**src/rtl/sum_window_accumulator.sv**
```systemverilog
// rtl/sum_window_accumulator.sv - saturating windowed sum of adder-stage samples
// Collects WINDOW samples per valid/ready handshake and holds the window total until consumed.
module sum_window_accumulator #(
  parameter int WIDTH  = 8,
  parameter int ACC_W  = 16,
  parameter int WINDOW = 4,
  localparam int CNT_W = $clog2(WINDOW + 1)
) (
  input  logic             clk,
  input  logic             rst,
  input  logic             clear,
  input  logic [WIDTH-1:0] in_data,
  input  logic             in_valid,
  output logic             in_ready,
  output logic [ACC_W-1:0] out_data,
  output logic             out_valid,
  input  logic             out_ready,
  output logic             out_sat,
  output logic [CNT_W-1:0] sample_cnt
);

  typedef enum logic {
    ACC  = 1'b0,
    HOLD = 1'b1
  } state_t;

  state_t           state;
  logic [ACC_W-1:0] acc;
  logic             sat;
  logic [ACC_W:0]   sum_wide;
  logic             overflow;
  logic [ACC_W-1:0] sum_clamped;
  logic             accept;
  logic             last_sample;

  // One extra bit catches the carry so the clamp never wraps.
  always_comb begin
    sum_wide    = {1'b0, acc} + {{(ACC_W + 1 - WIDTH){1'b0}}, in_data};
    overflow    = sum_wide[ACC_W];
    sum_clamped = overflow ? {ACC_W{1'b1}} : sum_wide[ACC_W-1:0];
    accept      = in_valid && in_ready;
    last_sample = (sample_cnt == CNT_W'(WINDOW - 1));
  end

  always_ff @(posedge clk) begin
    if (rst) begin
      state      <= ACC;
      in_ready   <= 1'b1;
      out_valid  <= 1'b0;
      acc        <= '0;
      sat        <= 1'b0;
      sample_cnt <= '0;
      out_data   <= '0;
      out_sat    <= 1'b0;
    end else if (clear) begin
      // out_data is deliberately kept; only rst wipes the last shown total.
      state      <= ACC;
      in_ready   <= 1'b1;
      out_valid  <= 1'b0;
      acc        <= '0;
      sat        <= 1'b0;
      sample_cnt <= '0;
    end else begin
      case (state)
        ACC: begin
          if (accept) begin
            if (last_sample) begin
              state      <= HOLD;
              in_ready   <= 1'b0;
              out_valid  <= 1'b1;
              out_data   <= sum_clamped;
              out_sat    <= sat | overflow;
              sample_cnt <= CNT_W'(WINDOW);
            end else begin
              acc        <= sum_clamped;
              sat        <= sat | overflow;
              sample_cnt <= sample_cnt + 1'b1;
            end
          end
        end
        HOLD: begin
          if (out_ready) begin
            state      <= ACC;
            in_ready   <= 1'b1;
            out_valid  <= 1'b0;
            acc        <= '0;
            sat        <= 1'b0;
            sample_cnt <= '0;
          end
        end
        default: begin
          state     <= ACC;
          in_ready  <= 1'b1;
          out_valid <= 1'b0;
        end
      endcase
    end
  end

endmodule
```
**config.mk**
```make
export PLATFORM = sky130hd
export DESIGN_NAME = sum_window_accumulator
export DESIGN_NICKNAME = d
export VERILOG_FILES = /design/src/rtl/sum_window_accumulator.sv
export SDC_FILE = /design/constraint.sdc
export NUM_CORES = 1
export LEC_CHECK = 0
export ABC_AREA = 1
export CORE_ASPECT_RATIO = 0.6
export CORE_MARGIN = 4
export CORE_UTILIZATION = 49
export DETAILED_ROUTE_END_ITERATION = 8
export MAX_ROUTING_LAYER = met4
export PLACE_DENSITY = 0.75
export SETUP_SLACK_MARGIN = 0.2
export SYNTH_ARGS = -nofsm -noshare
export SYNTH_HDL_FRONTEND = slang
export SYNTH_SLANG_ARGS = --single-unit
```
**constraint.sdc**
```tcl
create_clock -name clk -period 1.7 [get_ports clk]
set_input_delay 0.17 -clock clk [delete_from_list [all_inputs] [get_ports clk]]
set_output_delay 0.17 -clock clk [all_outputs]
set_load 0.01 [all_outputs]
```
; Word-level counts from Yosys, hierarchy flattened
; Cells that the tools add are included.
[totals]
regBits = 40
inputBits = 13
[op_classes]
reduce_logical = 6
muxes = 24
add_sub_neg = 2
bitwise = 3
eq_ne = 5
[op_table]
columns = operator, n
row1 = 2-to-1 mux 16 bit, 4
row2 = case mux 16 bit (2 select lines), 1
row3 = adder 16 x 8 -> 17 bit, 1
row4 = 2-to-1 mux 1 bit, 11
row5 = 2-to-1 mux 3 bit, 3
row6 = != test 2 bit (second input constant), 4
row7 = case mux 1 bit (2 select lines), 4
row8 = case mux 3 bit (2 select lines), 1
row9 = AND reduction 3 bit, 2
row10 = AND reduction 4 bit, 1
row11 = adder 3 x 1 -> 3 bit (second input constant), 1
row12 = equality test 3 x 2 -> 1 bit (second input constant), 1
row13 = NOT 1 bit, 2
row14 = AND reduction 2 bit, 1
row15 = OR reduction 2 bit, 1
row16 = logical AND 1 bit, 1
row17 = OR 1 bit, 1

; Longest topological paths before layout
; Gate-level depths: netlist (run 1).
[depth]
word_depth = 5
mapped_depth = 12

; Least setup slack after synthesis (run 1)
; OpenSTA, ideal clock, no wires.
[synth_timing]
path_type = flip-flop to flip-flop
start = reg acc[0]
end = reg out_data[5]
path_buffers = 1
arrival_time_ns = 1.719
path_stages_with_launch = 12
period_less_slack_ns = 1.834
setup_slack_ns = -0.134
t_required_ns = 1.585
path_cell_list = dfxtp_1 ha_1 fa_1 nand2_1 o21ai_2 nand2_1 nand2_4 nand3_4 buf_8 nand3_2 o21ai_0 inv_1
[synth_via]
elab_chain_len = 2
[synth_lines]
columns = item, line
row1 = from (decl), 28  ; logic [ACC_W-1:0] acc;
row2 = from (signal assigned), 75  ; acc <= sum_clamped;
row3 = adder 16 x 8 -> 17 bit, 38  ; sum_wide = {1'b0, acc} + {{(ACC_W + 1 - WIDTH){1'b0}}, in_data};
row4 = 2-to-1 mux 16 bit, 40  ; sum_clamped = overflow ? {ACC_W{1'b1}} : sum_wide[ACC_W-1:0];
row5 = to (signal assigned), 71  ; out_data <= sum_clamped;
row6 = to (decl), 15  ; output logic [ACC_W-1:0] out_data,
; No other way between the ends.
; A chain may end at the register's enable or synchronous reset.

; Final worst setup path (run 1)
[layout_timing]
start = reg acc[0]
end = reg out_data[14]
; The elaborated chain is that of the path after synthesis.

==> impl_metrics.tcl, run 1 <==
set metrics [dict create \
    status "finished with violations" \
    violations "setup timing" \
    period_minus_slack_ns 1.85 \
    hp-class "flop to flop" \
    synthTopCellsByArea "dfxtp_1, nand2_1, inv_1" \
    hpwl_um 4660 \
    ys.flop_type "dfxtp_1" \
    firstDrtPassIters 7 \
    syn_nets 366 \
    synth_seq_cells 40 \
    finClkSkew_ns 0.00512 \
    die_h_um 61.8 \
    r2r-start "acc[0]$_SDFFE_PP0P_" \
    register_area_um2 805 \
    pre_cts_ws_ns -0.436 \
    design_area_um2 3500 \
    cp-end-kind "flop" \
    rr_worst_depth 11 \
    cts_buffers 5 \
    final_cell_mix "nand2_1, inv_1, nor2_1" \
    yosysSeqAreaShare_pct 33.9 \
    antenna_found_initial 0 \
    grt_max_degree 22 \
    p_sw_share_pct 24.5 \
    grt_pass1_vias 2342 \
    netlist_instances 342 \
    wl_met3_um 427 \
    finalWorstSetupSlack_ns -0.149 \
    synthArstFlopShare_pct 0 \
    clkPwrFrac_pct 41.1 \
    portBuffers 34 \
    pwr-share-seq_pct 42.9 \
    r2r-end "out_data[14]$_SDFFE_PP0P_" \
    ys_types 35 \
    cellLeakagePower_nw 1.60 \
    arrival_ns 2.03 \
    setup_viol 32 \
    fp.dieArea_um2 6030 \
    internal-power_mw 1.68 \
    synth_largest_area_cell "dfxtp_1" \
    ir_drop_v 0.000427 \
    core-area_um2 4610 \
    power_frac_comb_pct 16.0 \
    routed.top_layer "met4" \
    synth_area_per_cell_um2 6.91 \
    chipWidth_um 97.6 \
    powerDensity_nw_per_um2 637 \
    wl_met1_um 3310 \
    nets 435 \
    gr-total-overflow 0 \
    post_drt_via_cell_ratio 5.30 \
    syn_to_final_growth_pct 48.1 \
    postLayoutCoreUtil_pct 75.9 \
    io_pins 35 \
    max_cap_viol_count 0 \
    path_max_fanout 5 \
    diodes 0 \
    path_clk_slew_ns 0.08 \
    rsz0062_at_grt "true" \
    yosys_warnings 0 \
    fill_cells 334 \
    final_common_cell "nand2_1" \
    wirelength_um 7100 \
    grt_pass1_wl_um 11100 \
    startpoint_type "flop" \
    clk_latency_ns 0.29 \
    place_area_um2 3000 \
    post-route-period-util_pct 109 \
    clk_path_buf_depth 2 \
    drive_gt1_share_pct 32.1 \
    worstSetupStartpoint "acc[0]$_SDFFE_PP0P_" \
    avgRoutedWirePerCell_um 15.0 \
    first_iter_violations 137 \
    path_class "flop to flop" \
    syn_area_um2 2360 \
    multi_input_area_um2 1640 \
    cts.htree.levels 2 \
    worst_pin_slew_ns 0.515 \
    yosysTopAreaCellShare_pct 33.9 \
    final_hold_viol_count 0 \
    fmax_mhz 541 \
    endpoint "out_data[14]$_SDFFE_PP0P_" \
    rows 19 \
    ant_nets 0 \
    vias 2514 \
    relSlewSlack_pct 65.6 \
    drv_slew 0 \
    cts_tree "built" \
    cp.required_ns 1.88 \
    r2r_setup_slack_ns -0.15 \
    place_congestion 0.924 \
    synth_edf_count 0 \
    cts_hold_buf 0 \
    cts_num_sinks 40 \
    start_util_pct 51.2 \
    grt_util_all_layers_pct 24.0 \
    root_buffer "clkbuf_8" \
    route.met2.wl_um 3220 \
    drc 0 \
    switchingPower_mw 0.547 \
]
==> worst min-delay path by stage <==
| stage | depth (start not counted) | endpoint | slack (ns) | start |
|---|---|---|---|---|
| 3_3_place_gp | 2 | out_valid$_SDFFE_PP0P_ | 0.45 | out_valid$_SDFFE_PP0P_ |
| 6_report | 2 | out_valid$_SDFFE_PP0P_ | 0.47 | out_valid$_SDFFE_PP0P_ |
| 5_1_grt | 2 | out_valid$_SDFFE_PP0P_ | 0.50 | out_valid$_SDFFE_PP0P_ |
| 3_5_place_dp | 2 | out_valid$_SDFFE_PP0P_ | 0.46 | out_valid$_SDFFE_PP0P_ |
| 2_1_floorplan | 2 | in_ready$_SDFFE_PP1P_ | 0.29 | rst |
| 4_1_cts | 2 | out_valid$_SDFFE_PP0P_ | 0.47 | out_valid$_SDFFE_PP0P_ |
==> cell usage after synthesis (2+ instances only) <==
cell type and count:
nand2_1 80, inv_1 48, nor2_1 44, dfxtp_1 40, nand3_1 24, o21ai_0 19, a21oi_1 17, a21oi_2 10
ha_1 10, nand2_2 8, buf_2 4, clkbuf_1 4, nand3_2 3, nand3_4 3, o21ai_1 3, inv_2 2
nand3b_1 2, nor2_2 2, or2_1 2, xor2_1 2
==> final cells by class <==
cell class	instances	share of cell area, %
multi-input combinational	243	46.8
sequential	40	23.0
timing repair buffer	71	18.8
inverter	50	5.44
tap	63	2.25
clock buffer	5	1.97
clock inverter	2	1.72
==> routing by layer <==
layer	GRT usage, %	vias to the layer above
met3	4.91	16
li1	-	1232
met4	7.69	0
met2	38.6	92
met5	-	-
met1	31.1	1174
==> through the flow <==
step                total power, mW  hold slack (ns)  setup TNS (ns)  std cells
floorplan                      1.13            0.291               0        342
global placement               1.24            0.450          -11.20        459
detailed placement             1.25            0.461          -12.76        459
CTS                            2.20            0.473          -0.628        470
global route                   2.30            0.497           -4.54        474
finish                         2.23            0.471           -1.96        474
==> critical path, cell delays in order (launching register included) <==
cell and delay (ns):
dfxtp_2 0.34, ha_4 0.16, fa_2 0.37, nand2_4 0.10, o21ai_4 0.07, nand2_2 0.10
nand2_4 0.08, nand3_4 0.12, buf_12 0.15, nand3_4 0.08, o21ai_2 0.12, inv_1 0.06
==> state kept, by name, indices dropped and copies added (netlist names) <==
register    cells
acc            16
in_ready        1
out_data       16
out_sat         1
out_valid       1
sample_cnt      3
sat             1
state           1
==> repair_timing <==
item                       CTS  global route
pin swaps                   11             5
setup buffers                1             3
gates cloned                 3             1
setup endpoints to repair   35            36
resized for setup           39            38
==> power by group through the flow <==
stage	clock network, mW	registers, mW	logic, mW
after detailed placement	0	0.975	0.271
after floorplan	0	0.975	0.158
final	0.915	0.957	0.356
after global placement	0	0.975	0.266
after CTS	0.936	0.955	0.313
after global routing	0.964	0.958	0.382
==> kinds of logic after synthesis <==
logic type	Yosys count	synth area share (%)
AOI/OAI and AO/OA	55	14.4
xor gates and xnor gates	2	0.742
adders and majority gates	11	6.14
buffers and inverters	60	10.5
DFF	40	33.9
and+or+nand+nor	174	34.3
No activity file was read; power rests on OpenSTA's default activity.
==> inputs of run 2 (changes only) <==
- CORE_MARGIN: 4 -> default
==> run 2 against run 1 <==
  * The flow still finishes with violations (setup timing)
  * Register-to-register slack better by 0.07 ns
  * Maximum frequency increased by 3.7%
  * Clock skew up 0.00085 ns
  * Critical path depth stayed put
  * Sequential power hardly changed
  * Count of clock-buffer cells in the layout grew 1
  * Power is 5.2% lower
==> impl_metrics.tcl, run 2 (same netlist as run 1, synthesis figures left out) <==
set metrics [dict create \
    design_area_um2 3630 \
    cellLeakagePower_nw 1.65 \
    critPathTopFamily "adder cells" \
    clk_path_buf_depth 2 \
    drv_slew 0 \
    grt_pass1_vias 2437 \
    path_cells "ha_4 -> fa_2 -> nand2_2 -> o21ai_2 -> nand2_2 -> nand2_4 -> nand3_4 -> buf_6 -> nand3_4 -> o21ai_2 -> inv_1" \
    start_util_pct 51.2 \
    post_drt_via_cell_ratio 5.34 \
    ant_nets 0 \
    pre_cts_ws_ns -0.491 \
    antenna_found_initial 0 \
    root_buffer "clkbuf_8" \
    pwr-share-seq_pct 45.3 \
    path_class "flop to flop" \
    cp_slowest_cell "dfxtp_2" \
    place_area_um2 2990 \
    rr_worst_depth 11 \
    first_iter_violations 138 \
    drc 0 \
    startpoint_type "flop" \
    global_route.peak_usage_layer "met2" \
    period_minus_slack_ns 1.78 \
    grt_util_all_layers_pct 29.8 \
    rsz0062_at_grt "true" \
    grt_use_met1_pct 38.4 \
    clkPwrFrac_pct 37.2 \
    clk_latency_ns 0.30 \
    reg_top3 "acc (16), out_data (16), sample_cnt (3)" \
    power_frac_comb_pct 17.5 \
    cts.htree.levels 2 \
    portBuffers 34 \
    worst_pin_slew_ns 0.469 \
    hp-class "flop to flop" \
    cp.required_ns 1.90 \
    rows 19 \
    avgRoutedWirePerCell_um 15.2 \
    fp.dieArea_um2 5110 \
    cts_buffers 5 \
    final_hold_viol_count 0 \
    nets 447 \
    met3_usage_pct 6.56 \
    switchingPower_mw 0.565 \
    ir_drop_v 0.000484 \
    drive_gt1_share_pct 38.2 \
    gr-total-overflow 0 \
    path_clk_slew_ns 0.08 \
    finClkSkew_ns 0.00597 \
    max_cap_viol_count 0 \
    firstDrtPassIters 5 \
    wirelength_um 7430 \
    relSlewSlack_pct 68.6 \
    arrival_ns 1.98 \
    finalWorstSetupSlack_ns -0.0827 \
    cp.depth 11 \
    p_sw_share_pct 26.7 \
    fmax_mhz 561 \
    powerDensity_nw_per_um2 581 \
    cp-end-kind "flop" \
    cts_num_sinks 40 \
    timing.critical_path.buf_inv 2 \
    final_common_cell "nand2_1" \
    max_stage_delay_ns 0.34 \
    diodes 0 \
    chipWidth_um 91.6 \
    path_max_fanout 6 \
    final_cell_mix "nand2_1, inv_1, nor2_1, buf_4, dfxtp_1" \
    vias 2602 \
    whs_path_depth 2 \
    violations "setup timing" \
    setup_viol 32 \
    post-route-period-util_pct 105 \
    io_pins 35 \
    cts_tree "built" \
    status "finished with violations" \
    grt_max_degree 17 \
    grt.met2_usage_pct 45.5 \
    grt_pass1_wl_um 11300 \
    internal-power_mw 1.55 \
    syn_to_final_growth_pct 53.8 \
    hpwl_um 4580 \
    die_h_um 55.8 \
    core-area_um2 4610 \
    place_congestion 0.896 \
]
## run 2: changes by cell type in the layout (fill, tap and decap cells not counted), sizes merged
cell | previous run | this run
buf | 37 | 49
bufinv | 2 | 1
clkdlybuf4s50 | 32 | 31
inv | 50 | 49
dlygate4sd2 | 1 | 2
clkinvlp | 0 | 1
clkinv | 0 | 1
clkbuf | 5 | 6
## run 2: final cells by class
cell class	instances	area, um2
clock buffer	6	72.6
inverter	50	194
multi-input combinational	243	1700
tap	63	78.8
fill	315	978
clock inverter	2	35.0
timing repair buffer	83	743
sequential	40	807
## run 2: power groups by stage
stage          combinational (mW)  sequential, mW  clock [mW]
3_5_place_dp                0.278           0.976           0
4_1_cts                     0.327           0.955       0.773
3_3_place_gp                0.274           0.975           0
6_report                    0.370           0.957       0.786
2_1_floorplan               0.158           0.975           0
5_1_grt                     0.392           0.958       0.829
## run 2: repair_timing
item,CTS,global route
buffers inserted,8,7
endpoints found under the setup margin,35,37
gates cloned,3,0
hold buffers,0,0
resized for setup,57,49
pin swaps,14,17
hold endpoints to repair,0,0
## run 2: final timing paths
| check | start | end | slack (ns) |
|---|---|---|---|
| worst max register to register | acc[0]$_SDFFE_PP0P_ | out_data[15]$_SDFFE_PP0P_ | -0.08 |
| worst min register to register | out_valid$_SDFFE_PP0P_ | out_valid$_SDFFE_PP0P_ | 0.46 |
| worst min-delay path | out_valid$_SDFFE_PP0P_ | out_valid$_SDFFE_PP0P_ | 0.46 |
| worst max-delay path | acc[0]$_SDFFE_PP0P_ | out_data[15]$_SDFFE_PP0P_ | -0.08 |
## run 2: per-layer routing
layer / wire, um / up-vias
met5: 0 / -
met4: 156 / 0
met3: 556 / 18
met2: 3320 / 103
met1: 3390 / 1227
li1: - / 1254
## run 2: worst reg2reg max path, stage by stage, from the launching register on
cell and delay (ns):
dfxtp_2 0.34, ha_4 0.16, fa_2 0.34, nand2_2 0.09
o21ai_2 0.07, nand2_2 0.09, nand2_4 0.08, nand3_4 0.14
buf_6 0.15, nand3_4 0.07, o21ai_2 0.11, inv_1 0.05
## run 2: per-stage QoR
stage | hold WS (ns) | utilization [%] | cells | setup TNS (ns) | total power, mW
2_1_floorplan | 0.291 | - | 342 | 0 | 1.13
3_3_place_gp | 0.452 | 64.8 | 461 | -12.59 | 1.25
3_5_place_dp | 0.455 | 64.8 | 461 | -14.03 | 1.25
4_1_cts | 0.467 | 73.5 | 480 | -0.604 | 2.06
5_1_grt | 0.490 | 78.8 | 487 | -4.67 | 2.18
6_report | 0.462 | 78.8 | 487 | -1.48 | 2.11
